==> src/rtl/riscv_pkg.sv <==
// Constants and types for the RV32 datapath. Used by the IR, ID/EX and execute stages.
package riscv_pkg;

    localparam int XLEN   = 32;
    localparam int REG_AW = 5;
    localparam int NREGS  = 1 << REG_AW;

    typedef logic [REG_AW-1:0] reg_idx_t;
    typedef logic [XLEN-1:0]   word_t;

    // addi x0,x0,0
    localparam word_t NOP_INSN = 32'h0000_0013;

endpackage : riscv_pkg

==> src/rtl/regfile_2r1w.sv <==
// 32x32 register file with two combinational read ports and one write port.
// Reads bypass a same-cycle write. x0 is hardwired to zero.
// Defining REGFILE_DEBUG_EN adds a debug read port (dbg_addr/dbg_data) with no bypass.
module regfile_2r1w
    import riscv_pkg::*;
(
    input  logic                clock,
    input  logic                reset,
    input  logic [REG_AW-1:0]   rs1,
    input  logic [REG_AW-1:0]   rs2,
    input  logic                wb_en,
    input  logic [REG_AW-1:0]   wb_rd,
    input  logic [XLEN-1:0]     wb_data,
    output logic [XLEN-1:0]     rd1_data,
    output logic [XLEN-1:0]     rd2_data
`ifdef REGFILE_DEBUG_EN
    ,
    input  logic [REG_AW-1:0]   dbg_addr,
    output logic [XLEN-1:0]     dbg_data
`endif
);

    word_t mem [NREGS];
    logic  wr_hit;

    assign wr_hit = wb_en && (wb_rd != '0);

    // NOTE: the array is cleared on reset, so it is built from flops rather than
    // a RAM macro; a reset loop over a RAM would prevent memory inference.
    always_ff @(posedge clock) begin
        if (reset) begin
            for (int i = 0; i < NREGS; i++) begin
                // NOTE: non-blocking assignment for all sequential state, so every
                // reader in this edge sees the pre-edge value.
                mem[i] <= '0;
            end
        end else if (wr_hit) begin
            mem[wb_rd] <= wb_data;
        end
    end

    // NOTE: outputs get a default before any condition, so no path leaves them
    // unassigned and no latch is inferred.
    always_comb begin
        rd1_data = '0;
        rd2_data = '0;
        if (rs1 != '0) begin
            rd1_data = (wr_hit && (wb_rd == rs1)) ? wb_data : mem[rs1];
        end
        if (rs2 != '0) begin
            rd2_data = (wr_hit && (wb_rd == rs2)) ? wb_data : mem[rs2];
        end
    end

`ifdef REGFILE_DEBUG_EN
    // Raw array view: no bypass, so it shows only what has been committed.
    always_comb begin
        dbg_data = '0;
        if (dbg_addr != '0) begin
            dbg_data = mem[dbg_addr];
        end
    end
`endif

endmodule : regfile_2r1w

==> src/rtl/regfile_idex.sv <==
// Decode-to-execute stage: register-file read plus ID/EX pipeline register.
// Priority on each edge is reset > flush > stall > load. REGFILE_DEBUG_EN adds dbg_addr/dbg_data.
module regfile_idex
    import riscv_pkg::*;
(
    input  logic                clock,
    input  logic                reset,
    input  logic [REG_AW-1:0]   rs1,
    input  logic [REG_AW-1:0]   rs2,
    input  logic [REG_AW-1:0]   rd,
    input  logic [XLEN-1:0]     ins_in,
    input  logic                valid_in,
    input  logic                stall,
    input  logic                flush,
    input  logic                wb_en,
    input  logic [REG_AW-1:0]   wb_rd,
    input  logic [XLEN-1:0]     wb_data,
    output logic [XLEN-1:0]     rs1_data,
    output logic [XLEN-1:0]     rs2_data,
    output logic [REG_AW-1:0]   rd_ex,
    output logic [XLEN-1:0]     ins_ex,
    output logic                valid_ex
`ifdef REGFILE_DEBUG_EN
    ,
    input  logic [REG_AW-1:0]   dbg_addr,
    output logic [XLEN-1:0]     dbg_data
`endif
);

    word_t rd1_val;
    word_t rd2_val;

    regfile_2r1w u_rf (
        .clock    (clock),
        .reset    (reset),
        .rs1      (rs1),
        .rs2      (rs2),
        .wb_en    (wb_en),
        .wb_rd    (wb_rd),
        .wb_data  (wb_data),
        .rd1_data (rd1_val),
        .rd2_data (rd2_val)
`ifdef REGFILE_DEBUG_EN
        ,
        .dbg_addr (dbg_addr),
        .dbg_data (dbg_data)
`endif
    );

    // A stalled entry keeps its operands; later write-backs do not refresh them.
    always_ff @(posedge clock) begin
        if (reset || flush) begin
            rs1_data <= '0;
            rs2_data <= '0;
            rd_ex    <= '0;
            ins_ex   <= NOP_INSN;
            valid_ex <= 1'b0;
        end else if (!stall) begin
            rs1_data <= rd1_val;
            rs2_data <= rd2_val;
            rd_ex    <= rd;
            ins_ex   <= ins_in;
            valid_ex <= valid_in;
        end
    end

endmodule : regfile_idex

==> config.mk <==
export PLATFORM = sky130hd
export DESIGN_NAME = regfile_idex
export DESIGN_NICKNAME = d
export VERILOG_FILES = /design/src/rtl/riscv_pkg.sv /design/src/rtl/regfile_2r1w.sv /design/src/rtl/regfile_idex.sv
export SDC_FILE = /design/constraint.sdc
export NUM_CORES = 2
export LEC_CHECK = 0
export CORE_UTILIZATION = 30
export CTS_BUF_LIST = sky130_fd_sc_hd__clkbuf_4 sky130_fd_sc_hd__clkbuf_8
export CTS_CLUSTER_SIZE = 8
export DETAILED_ROUTE_END_ITERATION = 10
export DONT_BUFFER_PORTS = 1
export HOLD_SLACK_MARGIN = 0.03
export PLACE_DENSITY = 0.5
export RECOVER_POWER = 100
export REMOVE_ABC_BUFFERS = 1
export SYNTH_ARGS = -nofsm -noshare
export SYNTH_HDL_FRONTEND = slang
export SYNTH_SLANG_ARGS = --single-unit
==> constraint.sdc <==
create_clock -name clock -period 2.9 [get_ports clock]
set_clock_uncertainty 0.05 [all_clocks]
set_input_delay 0.58 -clock clock [delete_from_list [all_inputs] [get_ports clock]]
set_output_delay 0.58 -clock clock [all_outputs]
set_load 0.02 [all_outputs]
== Word level (Yosys, flattened, before mapping) ==
Memories as Yosys holds them, arrays and structs flattened.
Cells that the tools add are included.

* Register bits after elaboration: 102
* RAM bits: 1,024
* Input port bits: 90
* Memories kept: 1

* Eq/ne operators: 2
* Mux-type cells: 12
* Reductions and logical operators: 8

{| class="wikitable"
|+ Memories
! name !! words !! bits a word !! read ports !! clocked after Yosys merged registers in !! write ports !! RTL line !! text
|-
| u_rf.mem || 32 || 32 || 2 || 0 || 32 || regfile_2r1w.sv:23 || <nowiki>word_t mem [NREGS];</nowiki>
|}

{| class="wikitable"
|+ Operator list
! kind !! count
|-
| 2-to-1 mux 32 bit || 5
|-
| OR reduction 32 bit || 1
|-
| nonzero test 5 bit || 3
|-
| == test 5 bit || 2
|-
| 2-to-1 mux 1 bit || 6
|-
| 2-to-1 mux 5 bit || 1
|-
| logical AND 1 bit || 3
|-
| logical OR 1 bit || 1
|}

== Logic depth before layout (Yosys ltp) ==
* Depth after elaboration: 7
* Depth in mapped cells: 10

== Hierarchy ==
From an unflattened synthesis, not the netlist that was laid out.

* Cells, all modules: 4,249
* Area total of the unflattened synthesis: 59,361.9 sq um

{| class="wikitable"
|+ Modules (own cells, without submodules)
! module !! instances !! cells an instance !! area an instance (sq um) !! seq. area each (sq um)
|-
| regfile_2r1w || 1 || 3,918 || 55,723.4 || 30,749.5
|-
| regfile_idex || 1 || 331 || 3,638.5 || 2,042.0
|}

== Least setup slack after synthesis ==
Ideal clock, no wire load.

* Path kind: in2reg
* Start: input rs1[2]
* End: register rs1_data[25]
* Data arrival time: 2.307 ns
* Required time: 2.723 ns
* Setup slack: 0.416 ns
* Cell stages on the path: 7
* Cells stage by stage: clkbuf_1 -> clkbuf_1 -> buf_1 -> mux4_2 -> a22oi_1 -> a21oi_1 -> or3_1

* Word-level cells in the longest chain between the ends: 4
* Elaborated cells on any way between the ends: 6
* Those cells by class: 1 x eq/ne; 2 x mux; 2 x reduce/logical; 1 x memory

{| class="wikitable"
|+ RTL lines
! element !! RTL line !! text
|-
| from (decl) || regfile_idex.sv:8 || <nowiki>input logic [REG_AW-1:0] rs1,</nowiki>
|-
| parallel branches: the longest is 3 deep, another holds memory (32 x 32 bit) || - ||
|-
| 2-to-1 mux 32 bit (*) || regfile_2r1w.sv:47 || <nowiki>if (rs1 != '0) begin</nowiki>
|-
| to (signal assigned) || regfile_idex.sv:59 || <nowiki>rs1_data <= rd1_val;</nowiki>
|-
| to (decl) || regfile_idex.sv:18 || <nowiki>output logic [XLEN-1:0] rs1_data,</nowiki>
|}

Mark *: on every way between the ends.
A chain may end at the register's enable or synchronous reset.

== Worst setup path after layout ==
* Start: input reset
* End: register rs1_data[12]

* Word-level cells in the longest chain between the ends: 1

{| class="wikitable"
|+ RTL lines
! element !! RTL line !! text
|-
| from (decl) || regfile_idex.sv:7 || <nowiki>input logic reset,</nowiki>
|-
| logical OR 1 bit || regfile_idex.sv:52 || <nowiki>if (reset || flush) begin</nowiki>
|}

Every way passes these cells.

==> results.md <==
- First-pass GRT wire length: 310000 um
- Commonest cells post-synth: 1024 x edfxtp_1, 996 x and2_1, 436 x mux4_2, 269 x clkbuf_1, 194 x mux2i_1
- Final setup vio count: 7
- Main combinational cell family by area after synthesis: multiplexers
- 1st-iter DRT viols: 4210
- Setup TNS: -49.4 ps
- Initial Util: 0.303
- Worst Setup Start Kind: input pin
- XOR/XNOR share of the synthesized area: 0.00151
- Worst-Margin Slew: 1840 ps
- Gpl congestion: 0.857
- Grt ovf: 0
- Sink Count: 1126
- Die Y: 441 um
- Vias in the first global route: 37800
- Clock Tree Root: clkbuf_8
- Slew HR: -0.227
- Critical Path Fanout Max: 41
- Number of buffers created by CTS: 197
- Synth Area in Adders: 0
- Routed Antenna Nets: 0
- Syn Inst Count: 3904
- Largest area contributor in the netlist: edfxtp_1
- Placement Setup Slack: 147 ps
- Worst path slowest cell: dlygate4sd3_1
- PD cells: 578 mW/mm^2
- Clk slew on worst S/H paths: 60 ps
- Final-report max-slew violation count: 384
- Final worst slack: -32.9 ps
- DRC Markers: 0
- Post-synth top area share: 0.532
- Count leader, synth: edfxtp_1
- Layout area overhead: 14.7%
- CP Cell Sequence: dlygate4sd3_1 -> buf_16 -> nor2_1 -> and2_4 -> buf_4 -> a22o_1 -> or3_1
- TritonCTS clock tree: built
- Failing checks: capacitance limit, slew limit, setup timing
- Post-synthesis sequential area ratio: 0.567
- Layout cells sized above 1: 0.242
- Fin crit period: 2930 ps
- Post-layout nets: 4121
- RSZ-0062 raised after global routing: no
- Register Area: 0.0328 sq mm
- Critical path type: in2reg
- CTS Buffer Depth: 3
- Top FF cell, synth: edfxtp_1
- Largest cells by area after synthesis: edfxtp_1 53%, mux4_2 17%, and2_1 11%
- Wire per inst: 33.8 um
- Max Cap Viol: 14
- EDFF count, synth: 1024
- Period Utilization, post-route: 1.01
- Peak VDD IR: 0.461 mV
- #FFs+latches synth: 1126
- Worst hold slack: 162 ps
- Buffers on Ports: 0
- Simple-Gate Fraction of Synth Area: 0.134
- Post-synthesis area per instance: 14.8 sq um
- Critical Path Max Stage Delay: 1270 ps
- Core area: 0.191 sq mm
- Layout fillers: 18200
- Unique masters post-synth: 57
- Die width: 441 um
- GRT Overall Usage: 0.230
- Via count: 37300
- Final hold violations: 0
- Routed wire length: 227000 um
- Pleak: 22.4 nW
- Worst endpoint data arrival time: 3660 ps
- Initial antenna violation count: 16
- Fmax: 341 MHz
- Drt via density: 5.56
- Post-Syn Area: 0.0578 sq mm
- Post-synthesis compound-gate area fraction: 0.0580
- Io pins: 192
- Mux share of post-synthesis cell area: 0.207
- Asr flop ratio synth: 0
- Fin util: 0.348
- Worst Path Required: 3630 ps
- Detailed Routing Iterations Pass 1: 7
- Post-DP HPWL: 129000 um
- Standard-cell rows: 160
- Die area: 0.194 sq mm
- Pin count of the biggest net entering global routing: 259
- Clk Latency, worst-skew pair: 960 ps
- Outcome: finished, violations left
- Worst hold path class: in2reg
- Max H-tree Level: 4
- Area of the multi-input gates: 0.0235 sq mm
- Yosys warns: 0
- CP Capture Type: register
## state kept, by name, summed over array words and instances, names as in the netlist
| signal | cells |
|---|---|
| ins_ex | 32 |
| rd_ex | 5 |
| rs1_data | 32 |
| rs2_data | 32 |
| u_rf.mem | 1024 |
| valid_ex | 1 |
## routing by layer
metal,up-vias,track usage,wire length [um]
met5,-,0,13
met4,2,0.0971,10800
met3,447,0.0396,15700
met2,1790,0.380,109000
met1,19800,0.296,91000
li1,15300,-,-
## layout by cell type, fill, tap and decap left out, drive strengths merged, types with 8 or more instances in the layout
master,n
nor4,11
xnor2,10
dfxtp,102
conb,32
o221a,10
mux2,20
buf,80
mux4,436
nand3b,8
a21oi,75
diode,17
nor2,85
mux2i,194
a211oi,20
o22ai,58
nand2,30
dlygate4sd3,124
edfxtp,1024
or2,34
o221ai,16
and2,996
and3,10
o21ai,18
nor2b,8
or3,35
a311o,10
a22oi,170
a22o,48
inv,10
a221o,15
clkinv,53
clkbuf,389
a221oi,10
## worst paths after layout
path         slack, ps            from      endpoint  cells past startpoint
max                -30           reset  rs1_data[12]                      7
min                160          rs2[4]  rs2_data[28]                      3
max reg2reg        240  u_rf.mem[0][0]   rs2_data[0]                      7
min reg2reg        670    rs2_data[24]  rs2_data[24]                      2
## stage by stage
stage | area [sq um] | cells | power, W
2_1_floorplan | 56100 | 3525 | 0.0213
3_3_place_gp | 61300 | 6198 | 0.0228
3_5_place_dp | 61300 | 6198 | 0.0228
4_1_cts | 67000 | 6699 | 0.0385
5_1_grt | 66300 | 6710 | 0.0394
6_report | 66300 | 6716 | 0.0383
## area by class of cell
cell class,instances,share of cell area
repair buffers,307,0.0425
diodes,17,0.000642
well taps,2511,0.0474
flip-flops and latches,1126,0.495
clock buffers,286,0.0530
clock inverters,70,0.00789
multi-input cells,2399,0.354
## repair_timing
action,4_1_cts,5_1_grt
endpoints found under the hold margin,1144,0
setup buffers,0,0
resized for setup,0,1
endpoints found under the setup margin,0,2
hold buffers,145,0
## where the power goes
part | switching (W) | leakage [nW] | internal [W]
clock | 0.00723 | 2.14 | 0.00810
sequential | 0.000609 | 10.6 | 0.0186
combinational | 0.00201 | 9.70 | 0.00177
## critical path, delay by kind of cell
kind / cells / cell delay, ps
buffers and inverters: 3 / 1900
and+or+nand+nor: 3 / 800
AOI/OAI and AO/OA: 1 / 260
## logic make-up after synthesis
kind of cell / after synthesis
AOI/OAI and AO/OA: 457
DFF: 1126
muxes: 650
buffers and inverters: 410
other: 1
and+or+nand+nor: 1250
xor gates and xnor gates: 10
No activity file was read; power rests on OpenSTA's default activity.
